`src/rtl/cpu_pkg.sv`:
```
// rtl/cpu_pkg.sv - shared opcode, state and select constants for the sequencer
package cpu_pkg;

    localparam int OP_W = 6;

    localparam logic [OP_W-1:0] OP_NOP   = 6'd0;
    localparam logic [OP_W-1:0] OP_ADD   = 6'd1;
    localparam logic [OP_W-1:0] OP_SUB   = 6'd2;
    localparam logic [OP_W-1:0] OP_STORE = 6'd3;
    localparam logic [OP_W-1:0] OP_LOAD  = 6'd4;
    localparam logic [OP_W-1:0] OP_MOVE  = 6'd5;
    localparam logic [OP_W-1:0] OP_SGE   = 6'd6;
    localparam logic [OP_W-1:0] OP_SLE   = 6'd7;
    localparam logic [OP_W-1:0] OP_SGT   = 6'd8;
    localparam logic [OP_W-1:0] OP_SLT   = 6'd9;
    localparam logic [OP_W-1:0] OP_SEQ   = 6'd10;
    localparam logic [OP_W-1:0] OP_SNE   = 6'd11;
    localparam logic [OP_W-1:0] OP_AND   = 6'd12;
    localparam logic [OP_W-1:0] OP_OR    = 6'd13;
    localparam logic [OP_W-1:0] OP_XOR   = 6'd14;
    localparam logic [OP_W-1:0] OP_NOT   = 6'd15;
    localparam logic [OP_W-1:0] OP_MOVEI = 6'd16;
    localparam logic [OP_W-1:0] OP_SLI   = 6'd17;
    localparam logic [OP_W-1:0] OP_SRI   = 6'd18;
    localparam logic [OP_W-1:0] OP_ADDI  = 6'd19;
    localparam logic [OP_W-1:0] OP_SUBI  = 6'd20;

    localparam logic OPB_REG = 1'b0;
    localparam logic OPB_IMM = 1'b1;
    localparam logic WB_ALU  = 1'b0;
    localparam logic WB_MEM  = 1'b1;

    typedef enum logic [5:0] {
        S_FETCH  = 6'b000001,
        S_DECODE = 6'b000010,
        S_EXEC   = 6'b000100,
        S_MEM    = 6'b001000,
        S_WB     = 6'b010000,
        S_TRAP   = 6'b100000
    } state_e;

    typedef enum logic [2:0] {
        CLS_NONE,
        CLS_R,
        CLS_I,
        CLS_U,
        CLS_ILL
    } op_class_e;

endpackage

```
`src/rtl/cpu_op_decode.sv`:
```
// rtl/cpu_op_decode.sv - combinational opcode classifier
module cpu_op_decode
    import cpu_pkg::*;
(
    input  logic [OP_W-1:0] op,
    output op_class_e       cls,
    output logic            is_load,
    output logic            is_store,
    output logic            is_nop,
    output logic            illegal,
    output logic            opb_sel
);

    // Classify the opcode; anything past SUBI is illegal
    always_comb begin
        cls      = CLS_ILL;
        is_load  = 1'b0;
        is_store = 1'b0;
        is_nop   = 1'b0;
        illegal  = 1'b0;
        case (op)
            OP_NOP:   begin cls = CLS_NONE; is_nop = 1'b1; end
            OP_STORE: begin cls = CLS_I; is_store = 1'b1; end
            OP_LOAD:  begin cls = CLS_I; is_load = 1'b1; end
            OP_MOVE, OP_NOT: cls = CLS_U;
            OP_MOVEI, OP_SLI, OP_SRI, OP_ADDI, OP_SUBI: cls = CLS_I;
            OP_ADD, OP_SUB, OP_SGE, OP_SLE, OP_SGT, OP_SLT,
            OP_SEQ, OP_SNE, OP_AND, OP_OR, OP_XOR: cls = CLS_R;
            default:  illegal = 1'b1;
        endcase
        opb_sel = (cls == CLS_I) ? OPB_IMM : OPB_REG;
    end

endmodule

```
`src/rtl/cpu_seq_ctrl.sv`:
```
// rtl/cpu_seq_ctrl.sv - multi-cycle fetch/decode/exec/mem/wb sequencer
module cpu_seq_ctrl
    import cpu_pkg::*;
#(
    parameter int OPW          = OP_W,
    parameter bit ILLEGAL_TRAP = 1'b1
) (
    input  logic           clk,
    input  logic           reset,
    input  logic [31:0]    instr_rdata,
    output logic           imem_req,
    input  logic           imem_ready,
    input  logic           dmem_ready,
    output logic [31:0]    ir,
    output logic           opb_sel,
    output logic [OPW-1:0] alu_op,
    output logic           reg_we,
    output logic           wb_sel,
    output logic           dmem_re,
    output logic           dmem_we,
    output logic           pc_en,
    output logic           trap,
    output logic [31:0]    instret
);

    state_e          r_state;
    state_e          w_next;
    logic [31:0]     r_ir;
    logic [OPW-1:0]  r_alu_op;
    logic [31:0]     r_instret;

    op_class_e       w_cls;
    logic            w_is_load;
    logic            w_is_store;
    logic            w_is_nop;
    logic            w_illegal;
    logic            w_opb_sel;
    logic            w_retire_nop;
    logic            w_to_trap;
    logic            w_unused_cls;

    // Decode works on the latched opcode, so outputs never see instr_rdata directly
    cpu_op_decode u_decode (
        .op       (r_alu_op),
        .cls      (w_cls),
        .is_load  (w_is_load),
        .is_store (w_is_store),
        .is_nop   (w_is_nop),
        .illegal  (w_illegal),
        .opb_sel  (w_opb_sel)
    );

    assign w_unused_cls = ^w_cls;
    assign w_to_trap    = w_illegal && ILLEGAL_TRAP;
    assign w_retire_nop = w_is_nop || (w_illegal && !ILLEGAL_TRAP);

    assign ir      = r_ir;
    assign alu_op  = r_alu_op;
    assign instret = r_instret;

    // Next-state and control strobes; reset forces every strobe low in its own cycle
    always_comb begin
        w_next   = r_state;
        imem_req = 1'b0;
        opb_sel  = OPB_REG;
        reg_we   = 1'b0;
        wb_sel   = WB_ALU;
        dmem_re  = 1'b0;
        dmem_we  = 1'b0;
        pc_en    = 1'b0;
        trap     = 1'b0;
        case (r_state)
            S_FETCH: begin
                imem_req = 1'b1;
                if (imem_ready) w_next = S_DECODE;
            end
            S_DECODE: begin
                opb_sel = w_opb_sel;
                if (w_to_trap) begin
                    w_next = S_TRAP;
                end else if (w_retire_nop) begin
                    pc_en  = 1'b1;
                    w_next = S_FETCH;
                end else begin
                    w_next = S_EXEC;
                end
            end
            S_EXEC: begin
                opb_sel = w_opb_sel;
                w_next  = (w_is_load || w_is_store) ? S_MEM : S_WB;
            end
            S_MEM: begin
                opb_sel = w_opb_sel;
                dmem_re = w_is_load;
                dmem_we = w_is_store;
                if (dmem_ready) begin
                    if (w_is_load) begin
                        w_next = S_WB;
                    end else begin
                        pc_en  = 1'b1;
                        w_next = S_FETCH;
                    end
                end
            end
            S_WB: begin
                opb_sel = w_opb_sel;
                reg_we  = 1'b1;
                pc_en   = 1'b1;
                wb_sel  = w_is_load ? WB_MEM : WB_ALU;
                w_next  = S_FETCH;
            end
            S_TRAP: begin
                trap = 1'b1;
            end
            default: w_next = S_FETCH;
        endcase
        if (reset) begin
            w_next   = S_FETCH;
            imem_req = 1'b0;
            opb_sel  = OPB_REG;
            reg_we   = 1'b0;
            wb_sel   = WB_ALU;
            dmem_re  = 1'b0;
            dmem_we  = 1'b0;
            pc_en    = 1'b0;
            trap     = 1'b0;
        end
    end

    // State, instruction latch and retire counter
    always_ff @(posedge clk) begin
        if (reset) begin
            r_state   <= S_FETCH;
            r_ir      <= '0;
            r_alu_op  <= '0;
            r_instret <= '0;
        end else begin
            r_state <= w_next;
            if (r_state == S_FETCH && imem_ready) begin
                r_ir     <= instr_rdata;
                r_alu_op <= instr_rdata[31 -: OPW];
            end
            if (pc_en) r_instret <= r_instret + 32'd1;
        end
    end

endmodule

```
`config.mk`:
```
export PLATFORM = sky130hd
export DESIGN_NAME = cpu_seq_ctrl
export DESIGN_NICKNAME = d
export VERILOG_FILES = /design/src/rtl/cpu_pkg.sv /design/src/rtl/cpu_op_decode.sv /design/src/rtl/cpu_seq_ctrl.sv
export SDC_FILE = /design/constraint.sdc
export NUM_CORES = 1
export LEC_CHECK = 0
export ABC_AREA = 1
export CAP_MARGIN = 20
export CORE_ASPECT_RATIO = 1.25
export CORE_MARGIN = 2
export CORE_UTILIZATION = 44
export CTS_BUF_LIST = sky130_fd_sc_hd__clkbuf_2 sky130_fd_sc_hd__clkbuf_4 sky130_fd_sc_hd__clkbuf_8
export DETAILED_ROUTE_END_ITERATION = 16
export GPL_TIMING_DRIVEN = 1
export PLACE_DENSITY = 0.79
export SYNTH_ARGS = -nofsm -noshare
export SYNTH_HDL_FRONTEND = slang
export SYNTH_HIERARCHICAL = 1
export SYNTH_SLANG_ARGS = --single-unit
```
`constraint.sdc`:
```
create_clock -name clk -period 1.7 [get_ports clk]
set_clock_uncertainty 0.15 [all_clocks]
set_input_delay 0.17 -clock clk [delete_from_list [all_inputs] [get_ports clk]]
set_output_delay 0.17 -clock clk [all_outputs]
set_load 0.005 [all_outputs]
```
==> impl_metrics.yaml <==
run_status:
  status: "complete, but fails checks"
  violations: "negative setup slack"
layout:
  fin_util_pct: 75.2
  fillers: 534
  layout-drive-gt1-share_pct: 28.7
  final_nets: 771
  final_cells: 836
  stdcell_area_um2: 6090
  diodes: 0
  area_delta_synth_final_pct: 68.0
power:
  switching_power_uw: 1410
  p_sw_share_pct: 32.1
  clockPowerShare_pct: 28.2
  p_comb_share_pct: 29.6
  internal_power_uw: 2980
  ir_drop_uv: 718
  sequentialPowerShare_pct: 42.2
  power.density_nw_per_um2: 720
  power_uw: 4390
  p_leak_uw: 0.00268
timing:
  slew_headroom_pct: 61.9
  hold_viol: 0
  fin_crit_sh_pct: 125
  drv_slew: 0
  fin_hold_ws_ns: 0.235
  max_freq_mhz: 470
  setup_viol: 73
  tightest_slew_ns: 0.571
  rsz0062_at_grt: "true"
  timing.final.ws_setup_ns: -0.426
  min_period_ns: 2.13
clock_tree:
  cts.clk_slew.worst_paths_ns: 0.09
  clock_tree.root_cell: "clkbuf_8"
  htree_levels: 3
  clk_latency_ns: 0.35
  cts_buffers: 9
  ctsLongestPathBuffers: 2
  cts_sinks: 70
  cts_tree: "done"
grt:
  grt_pass1_vias: 4188
  grt_use_total_pct: 25.8
  grt_antenna_before_repair: 0
  gr-total-overflow: 0
  grt_pass1_wl_um: 18800
  grt_max_degree: 35
critical_path:
  worstRegToRegCells: 14
  path_class: "flip-flop to output port"
  worst_path_largest_cell_delay_ns: 0.37
  path_cells: "nand2_2, inv_1, nand3_2, nand2_2, inv_2, nand3_2, nor2_4, nor2_2, nand3_2, nand3_4, nand2_4, clkinv_4, buf_6"
  cp_common_cell: "nand3_2"
  required_ns: 1.38
  start_kind: "flip-flop"
  crit_arrival_ns: 1.81
  critPathMaxFanout: 5
  endpoint_kind: "output port"
  slowest_stage: "dfxtp_4"
floorplanning:
  coreArea_um2: 8100
  dieHeight_um: 106
  die_w_um: 85.2
  initial_core_util_pct: 44.8
  dieArea_um2: 8990
  fp-row-count: 37
  io_pins: 114
detailed_routing:
  post_drt_wl_per_cell_um: 14.8
  ant_nets: 0
  drt_iter0_drc: 174
  viasPerCell: 5.18
  first_pass_iters: 4
  wl_um: 12400
  vias: 4327
  drc: 0
synth:
  syn_inst: 561
  yosys_warnings: 6
  avgSynthCellArea_um2: 6.47
  syn_area_um2: 3630
  synth.net_count: 598
min_path:
  hold-path-cell-count: 3
  min_path_type: "primary input to flip-flop"
flow_run:
  drv_cap: 0
placement:
  placed_area_um2: 5110
  portBuffers: 113
  post-dp-hpwl_um: 7400
  gp_congestion: 0.863
  dpl.cell_count: 793
repair_timing:
item,4_1_cts,5_1_grt
endpoints found under the setup margin,74,87
buffers inserted,15,6
cloned,5,4
gates resized for setup,137,58
pin swaps,42,46
hold buffers,0,0
critical path: cells and delay by family, from the launching register on:
kind / cells / cell delay [ns]
buf+inv: 4 / 0.28
flops: 1 / 0.37
simple gates: 9 / 0.80
stage by stage:
step / setup TNS, ns / setup WS, ns
CTS: -13.92 / -0.379
global route: -24.30 / -0.523
detailed placement: -9.70 / -0.391
global placement: -5.01 / -0.308
finish: -17.24 / -0.426
floorplan: -0.155 / -0.0320
final cells by class:
type	instances	area [um2]	area share, %
well taps	97	121	1.99
clock inverters	7	50.0	0.821
multi-input cells	405	2170	35.6
inverters	62	267	4.37
clock buffers	9	124	2.03
repair inverters	3	42.5	0.698
flip-flops and latches	70	1430	23.4
repair buffers	183	1900	31.1
per-layer routing:
layer	GRT usage (%)	wire length (um)	up-vias
met2	46.7	6710	168
li1	-	-	2098
met3	8.93	944	38
met4	8.84	344	0
met1	27.4	4410	2023
met5	0	0	-
layout by cell type, fill, tap and decap left out, types with 9 or more instances in the layout:
master           count
nor2_1             128
clkdlybuf4s50_1     93
nor2_2              17
nand2_1            118
nand2_2              9
dfxtp_1             57
buf_4               49
nand3_1             32
nand4_1              9
buf_12               9
clkbuf_8             9
o21ai_2             30
dfxtp_2              9
nor2_4              15
inv_1               55
power groups by stage:
stage | Combinational, uW | Sequential, uW | Clock (uW)
final | 1300 | 1850 | 1240
after global routing | 1370 | 1860 | 1330
after CTS | 1160 | 1840 | 1240
after detailed placement | 871 | 1850 | 0
after global placement | 848 | 1840 | 0
after floorplan | 399 | 1860 | 0
path summary, 6_finish.rpt:
| check | start | to | slack (ns) |
|---|---|---|---|
| setup / recovery | ir[26]$_SDFFE_PP0P_ | pc_en | -0.43 |
| setup reg to reg | ir[26]$_SDFFE_PP0P_ | instret[6]$_SDFFE_PP0P_ | -0.38 |
| hold / removal | instr_rdata[30] | ir[30]$_SDFFE_PP0P_ | 0.24 |
| hold reg to reg | instret[29]$_SDFFE_PP0P_ | instret[29]$_SDFFE_PP0P_ | 0.36 |
sequential cells by signal, summed over array words and instances (netlist names):
name     flops
ir          31
alu_op       1
r_state      6
instret     32
(Power assumes the default switching activity.)
